**src/rtl/score_segment_decoder.sv**
```systemverilog
// score_segment_decoder
// Turns a time-multiplexed stream of active-low seven-segment digit beats
// back into a 16-bit score. Four nibbles are captured by digit position.
// The assembled frame is then offered on a valid/ready handshake.
//
// Build option: define SEGDEC_ERR_EN to enable illegal-pattern detection.
// With it defined, an illegal beat clears its capture bit and pulses err.
// With it undefined, unknown patterns decode to 0 and count as legal,
// and err is tied low.
module score_segment_decoder (
    input  logic        clk,
    input  logic        resetn,
    input  logic        enable,
    input  logic        seg_valid,
    output logic        seg_ready,
    input  logic [6:0]  seg_in,
    input  logic [1:0]  digit_idx,
    output logic [15:0] score_out,
    output logic        score_valid,
    input  logic        score_ready,
    output logic        err
);

    typedef enum logic {
        ST_COLLECT = 1'b0,
        ST_HOLD    = 1'b1
    } state_t;

`ifdef SEGDEC_ERR_EN
    localparam logic UNKNOWN_IS_LEGAL = 1'b0;
`else
    localparam logic UNKNOWN_IS_LEGAL = 1'b1;
`endif

    // Returns {legal, nibble}. Segment bit i drives segment i, and 0 means lit.
    function automatic logic [4:0] seg_decode(input logic [6:0] seg);
        logic [4:0] r;
        case (seg)
            7'h40:   r = {1'b1, 4'h0};
            7'h79:   r = {1'b1, 4'h1};
            7'h24:   r = {1'b1, 4'h2};
            7'h30:   r = {1'b1, 4'h3};
            7'h19:   r = {1'b1, 4'h4};
            7'h12:   r = {1'b1, 4'h5};
            7'h02:   r = {1'b1, 4'h6};
            7'h78:   r = {1'b1, 4'h7};
            7'h00:   r = {1'b1, 4'h8};
            7'h18:   r = {1'b1, 4'h9};
            7'h08:   r = {1'b1, 4'hA};
            7'h03:   r = {1'b1, 4'hB};
            7'h46:   r = {1'b1, 4'hC};
            7'h21:   r = {1'b1, 4'hD};
            7'h06:   r = {1'b1, 4'hE};
            7'h0E:   r = {1'b1, 4'hF};
            default: r = {UNKNOWN_IS_LEGAL, 4'h0};
        endcase
        return r;
    endfunction

    state_t      state_q, state_d;
    logic [3:0]  mask_q, mask_d;
    logic [15:0] digits_q, digits_d;
    logic [15:0] score_out_q, score_out_d;
    logic        score_valid_q, score_valid_d;
    logic [4:0]  dec_s;
`ifdef SEGDEC_ERR_EN
    logic        err_q, err_d;
`endif

    assign dec_s       = seg_decode(seg_in);
    assign seg_ready   = (state_q == ST_COLLECT);
    assign score_out   = score_out_q;
    assign score_valid = score_valid_q;
`ifdef SEGDEC_ERR_EN
    assign err         = err_q;
`else
    assign err         = 1'b0;
`endif

    // Next-state logic: capture beats while collecting and hold the frame until it is consumed.
    always_comb begin
        state_d       = state_q;
        mask_d        = mask_q;
        digits_d      = digits_q;
        score_out_d   = score_out_q;
        score_valid_d = score_valid_q;
`ifdef SEGDEC_ERR_EN
        err_d         = 1'b0;
`endif
        case (state_q)
            ST_COLLECT: begin
                if (seg_valid) begin
                    if (dec_s[4]) begin
                        digits_d[{digit_idx, 2'b00} +: 4] = dec_s[3:0];
                        mask_d[digit_idx]                 = 1'b1;
                        // The frame completes on the same edge as the last
                        // digit, so include the nibble just written.
                        if (mask_d == 4'b1111) begin
                            state_d       = ST_HOLD;
                            score_out_d   = digits_d;
                            score_valid_d = 1'b1;
                        end else begin
                            state_d = ST_COLLECT;
                        end
                    end else begin
                        // An illegal beat invalidates that position. A fresh
                        // legal beat is then needed before the frame can complete.
                        mask_d[digit_idx] = 1'b0;
`ifdef SEGDEC_ERR_EN
                        err_d             = 1'b1;
`endif
                    end
                end else begin
                    state_d = ST_COLLECT;
                end
            end
            ST_HOLD: begin
                if (score_ready) begin
                    state_d       = ST_COLLECT;
                    score_valid_d = 1'b0;
                    mask_d        = 4'b0000;
                end else begin
                    state_d = ST_HOLD;
                end
            end
            default: begin
                state_d       = ST_COLLECT;
                mask_d        = 4'b0000;
                score_valid_d = 1'b0;
            end
        endcase
    end

    // State registers: reset or enable low clears everything, including any pending frame.
    always_ff @(posedge clk) begin
        if (!resetn || !enable) begin
            state_q       <= ST_COLLECT;
            mask_q        <= 4'b0000;
            digits_q      <= 16'h0000;
            score_out_q   <= 16'h0000;
            score_valid_q <= 1'b0;
`ifdef SEGDEC_ERR_EN
            err_q         <= 1'b0;
`endif
        end else begin
            state_q       <= state_d;
            mask_q        <= mask_d;
            digits_q      <= digits_d;
            score_out_q   <= score_out_d;
            score_valid_q <= score_valid_d;
`ifdef SEGDEC_ERR_EN
            err_q         <= err_d;
`endif
        end
    end

endmodule

```
**config.mk**
```make
export PLATFORM = sky130hd
export DESIGN_NAME = score_segment_decoder
export DESIGN_NICKNAME = d
export VERILOG_FILES = /design/src/rtl/score_segment_decoder.sv
export SDC_FILE = /design/constraint.sdc
export NUM_CORES = 1
export LEC_CHECK = 0
export ABC_AREA = 1
export ABC_CLOCK_PERIOD_IN_PS = 2300
export CORE_ASPECT_RATIO = 1.25
export CORE_MARGIN = 4
export CORE_UTILIZATION = 29
export DETAILED_ROUTE_END_ITERATION = 8
export GPL_TIMING_DRIVEN = 0
export MAX_ROUTING_LAYER = met4
export PLACE_DENSITY = 0.48
export REMOVE_ABC_BUFFERS = 1
export SETUP_SLACK_MARGIN = 0.02
export SLEW_MARGIN = 20
export SYNTH_ARGS = -nofsm -noshare
export SYNTH_HDL_FRONTEND = slang
export SYNTH_SLANG_ARGS = --single-unit
```
**constraint.sdc**
```tcl
create_clock -name clk -period 2.3 [get_ports clk]
set_clock_uncertainty 0.1 [all_clocks]
set_input_delay 0.345 -clock clk [delete_from_list [all_inputs] [get_ports clk]]
set_output_delay 0.345 -clock clk [all_outputs]
set_load 0.1 [all_outputs]
```
### Word level (Yosys, flattened, before mapping)

Cells that the tools add are included.

* add/sub/neg operators: 1
* multiply operators: 0
* div/mod/pow operators: 0
* order comparisons: 2
* equal/unequal tests: 19
* shift operators: 2
* mux-type cells: 18
* bitwise logic cells: 4
* reduce and logical (&&, ||, !) cells: 9

Operator list (count)
* one-hot mux 4 bit (15 select lines): 1
* equality test 7 x 5 -> 1 bit, second input constant: 3
* equality test 7 x 6 -> 1 bit, second input constant: 3
* equality test 7 bit, second input constant: 3
* bitwise mux 16 bit: 1
* variable shift 4 x 6 -> 16 bit, first input constant: 1
* indexed part select 4 x 6 -> 16 bit: 1
* equality test 7 x 2 -> 1 bit, second input constant: 2
* equality test 7 x 4 -> 1 bit, second input constant: 2
* 2-to-1 mux 4 bit: 3
* 2-to-1 mux 1 bit: 9
* one-hot mux 4 bit (2 select lines): 1
* AND reduction 4 bit: 2
* equality test 7 x 3 -> 1 bit, second input constant: 1
* zero test 7 bit: 1
* negation 4 -> 6 bit: 1
* AND 4 bit: 1
* equality test 4 bit, second input constant: 1
* inequality test 2 x 1 -> 1 bit, second input constant: 2
* inequality test 2 bit, second input constant: 2
* NOT 4 bit: 1
* bitwise OR 4 bit: 1
* one-hot mux 1 bit (2 select lines): 2
* < comparator 2 x 3 -> 1 bit, second input constant: 1
* 8 further kinds: 9

* bits in registers: 38
* latch bits: 0
* RAM bits: 0
* memory bits (read-only): 0
* bits of input ports: 14
* output and inout port bits: 19
* logic and storage cells: 60
* memories kept: 0

### Longest topological paths before layout

* depth after elaboration: 10
* gate-level depth with buffers: 12
* mapped depth without buffers: 11

### Worst setup path after synthesis

OpenSTA, ideal clock, no wires.

* kind: input to register
* start point: in digit_idx[0]
* end point: reg score_out_q[15] (netlist: score_out[15])
* library setup time: 0.109 ns
* data arrival time: 1.556 ns
* data required time: 2.091 ns
* slack: 0.535 ns
* stages: 12
* path buffers: 3
* path through: buf_2 > inv_1 > ha_1 > nor2_1 > nor2_1 > nand3_2 > inv_2 > buf_4 > buf_6 > nand3_1 > nand2_1 > inv_1

* word-level cells in the longest chain between the ends: 7
* elaborated cells on any way between the ends: 12
* classes of those cells: 1 x add/sub; 2 x order compare; 1 x eq/ne; 2 x shift; 3 x mux; 1 x bitwise; 2 x reduce/logical

Ends and longest elaborated chain
* start: declaration: RTL line 17 `input logic [1:0] digit_idx,`
* < comparator 2 x 3 -> 1 bit (implied by the code) / greater-or-equal comparator 2 x 1 -> 1 bit (equally long branches): RTL line 95 `mask_d[digit_idx] = 1'b1;`
* logical AND 1 bit (implied by the code): RTL line 95
* 2-to-1 mux 1 bit (implied by the code): RTL line 95
* demux 1 bit (select 2 bit): RTL line 95
* bitwise OR 4 bit (no line)
* equality test 4 bit: RTL line 98 `if (mask_d == 4'b1111) begin`
* AND reduction 4 bit (no line)
* end signal: assignment: RTL line 149 `score_out_q <= score_out_d;`
* end: declaration: RTL line 63 `logic [15:0] score_out_q, score_out_d;`

Parallel ways exist; a longest one is shown, timed or not.
A chain may end at the register's enable or synchronous reset.

### Final worst setup path

* start point: reg score_out_q[8] (netlist: score_out[8])
* end point: out score_out[8]

RTL lines
* end: declaration: RTL line 18 `output logic [15:0] score_out,`

No word-level cell between the ends.

==> impl_results.md <==
* Share of flip-flops with an asynchronous set or reset at 0%
* Post-synthesis instance total at 351
* Critical path's slowest cell: sky130_fd_sc_hd__clkdlybuf4s50_1
* Vias post-DR at 2093
* Die span in y at 104 um
* Share of final-layout standard cells stronger than drive strength 1 at 8.99%
* Drt wl/cell at 10.6 um
* Shortest period the worst path allows at 2.23 ns
* Antenna Nets Post-Route at 0
* Clock latency of the later-clocked register in the worst-skew pair at 0.29 ns
* Post-layout nets at 396
* Delay of the slowest cell on the worst path at 1.14 ns
* Synthesized cell area at 2150 um^2
* Number of fill cells in the layout at 782
* Post-DP HPWL at 3510 um
* Number of flip-flops and latches in the synthesized netlist at 38
* Worst EP arrival at 1.78 ns
* Sequential fraction of the synthesis area at 35.3%
* Combined area of the multi-input logic cells at 1130 um^2
* Wire length of the first global-routing pass at 8650 um
* Number of max-slew violations in the final report at 0
* Sequential standard cell area at 761 um^2
* Gate family responsible for the most delay along the worst path: buffers and inverters
* Endpoint kind of the worst setup timing path: output port
* Leakage dissipation at 1.31 nW
* Ratio of total power to cell area at 537 nW/um^2
* Die Area at 8880 um^2
* Post-Synthesis Mean Instance Area at 6.13 um^2
* Crit-path cells: clkdlybuf4s50_1
* Antenna fix cells at 0
* Worst-path maximum fanout at 2
* Worst VDD drop at 0.333 mV
* Run status: finished, final reports clean
* Maximum number of pins on one net before global-route repair at 36
* Fin. Hold Viols at 0
* Final critical-path setup slack at 0.0731 ns
* Total wire length at 4960 um
* Final RePlAce weighted congestion at 0.807
* DRC marker count from the first detailed-route iteration at 91
* Worst slew pin tran at 0.978 ns
* Portion of the clock cycle consumed by the worst path in the final layout at 96.8%
* Post-synth top flop: sky130_fd_sc_hd__dfxtp_1
* Setup violation total in the final timing report at 0
* Critical path type: register to output port
* Number of distinct library cells after synthesis at 23
* Startpoint types: register
* Placed Cells at 460
* Number of flops mapped to enable cells by yosys at 0
* Total number of H-tree levels at 2
* Antenna violations before repair at 0
* TritonCTS clock tree: built
* Fin cells at 468
* Sum of buffers and inverters on the critical path at 1
* Most common cell after layout, fill and taps aside: sky130_fd_sc_hd__nor2_1
* Type of the most critical hold path: register to register
* Post-CTS Setup Repair Bufs at 0
* Number of buffers on the longest clock path at 2
* Highest attainable clock frequency at 449 MHz
* First-pass iteration count of the detailed router at 4
* Critical path required time at 1.86 ns
* Initial core utilization at 30.3%
* Number of maximum-capacitance constraint violations at 0
* Final total negative setup slack at 0 ns
* Std-Cell Core Area at 7100 um^2
* Setup repair after global routing missed its margin: no
* I/O pin cnt at 33
* Post-placement setup slack at -0.450 ns
* Number of warnings issued by yosys at 0
* Relative slew slack at 34.6%
* Global route overflow at 0
* Layout Area Growth over Synthesis at 22.4%
* Count of clock tree sinks at 38
* Most frequent cells in the layout: sky130_fd_sc_hd__nor2_1 (86), sky130_fd_sc_hd__nand2_1 (78), sky130_fd_sc_hd__inv_1 (46)
* Clock transition at the registers of the reported paths at 0.09 ns
* Core Util, Final at 37.1%
* Hold buffer count at CTS at 0
* Number of buffers created by CTS at 5
* Ratio of routed vias to standard cells at 4.47
* Number of input and output port buffers inserted at 31
* Final routed DRC violation total at 0
* Row Count at 34
* Floorplan die width at 85.1 um
* Overall global routing resource usage at 12.1%
* Number of global-route vias before repair at 1993
* Clk root buf: sky130_fd_sc_hd__clkbuf_8
[path summary, 6_finish.rpt]
check / start / endpoint / slack [ns] / cells past startpoint
setup reg to reg: state_q / score_out[6] / 0.44 / 8
setup / recovery: score_out[8] / score_out[8] / 0.07 / 1
hold reg to reg: score_valid / score_valid / 0.37 / 2
hold / removal: score_valid / score_valid / 0.37 / 2
[where the power goes]
group | switching, mW | internal (mW) | leakage [nW]
Combinational | 0.109 | 0.0563 | 0.954
Clock | 0.255 | 0.323 | 0.0504
Sequential | 0.00474 | 0.669 | 0.308
[timing repair]
action,4_1_cts,5_1_grt
pin swaps,0,0
gates cloned,0,0
setup endpoints to repair,18,21
gates resized for setup,2,4
[stage by stage]
step | hold WS [ns] | total power [mW] | instance area (um^2)
after CTS | 0.374 | 1.44 | 2620
after global placement | 0.349 | 0.853 | 2510
after floorplan | 0.337 | 0.796 | 2080
after detailed placement | 0.361 | 0.854 | 2510
after global routing | 0.392 | 1.49 | 2640
final | 0.372 | 1.42 | 2640
[layout make-up]
type                       count  area share [%]
multi-input combinational    247            42.8
sequential                    38            28.9
timing repair buffer          31            11.8
inverter                      54            7.97
tap                           90            4.27
clock buffer                   5            2.61
clock inverter                 3            1.71
[logic make-up after synthesis]
group                      share of synthesized area [%]
other                                              0.174
and+or+nand+nor                                     43.9
AOI/OAI and AO/OA                                   5.00
buffers and inverters                               12.7
adders and majority gates                           2.91
DFF                                                 35.3
[tightest hold or removal path, stage by stage, from the launching register on]
cell                      delay [ns]
sky130_fd_sc_hd__dfxtp_1        0.32
sky130_fd_sc_hd__nand2_1        0.06
sky130_fd_sc_hd__a21oi_1        0.06
[synthesized netlist by cell type (2+ instances only)]
cell / instances / share of area, %
sky130_fd_sc_hd__nand2_2: 6 / 1.7
sky130_fd_sc_hd__nor2_2: 4 / 1.2
sky130_fd_sc_hd__a21oi_1: 7 / 1.6
sky130_fd_sc_hd__buf_4: 3 / 1.0
sky130_fd_sc_hd__nand2_1: 79 / 14
sky130_fd_sc_hd__nand4_1: 8 / 2.3
sky130_fd_sc_hd__nand2_4: 2 / 1.0
sky130_fd_sc_hd__clkbuf_1: 3 / 0.52
sky130_fd_sc_hd__nor3_1: 4 / 0.93
sky130_fd_sc_hd__nor2_1: 86 / 15
sky130_fd_sc_hd__o21ai_1: 10 / 2.3
sky130_fd_sc_hd__inv_1: 46 / 8.0
sky130_fd_sc_hd__dfxtp_1: 38 / 35
sky130_fd_sc_hd__buf_2: 5 / 1.2
sky130_fd_sc_hd__nand3_1: 30 / 7.0
sky130_fd_sc_hd__ha_1: 5 / 2.9
sky130_fd_sc_hd__inv_2: 8 / 1.4
sky130_fd_sc_hd__o21ai_2: 2 / 0.81
[layer usage]
metal / track usage [%] / vias up / share of wire [%]
met3: 2.93 / 8 / 4.8
met4: 4.30 / 0 / 1.4
met2: 20.7 / 42 / 49
met5: - / - / 0
li1: - / 1117 / -
met1: 13.5 / 926 / 45
[flip-flops by register name, indices dropped and copies added (netlist names)]
| signal | flops |
|---|---|
| mask_q | 4 |
| score_valid | 1 |
| digits_q | 16 |
| score_out | 16 |
| state_q | 1 |
(Power assumes the default switching activity.)
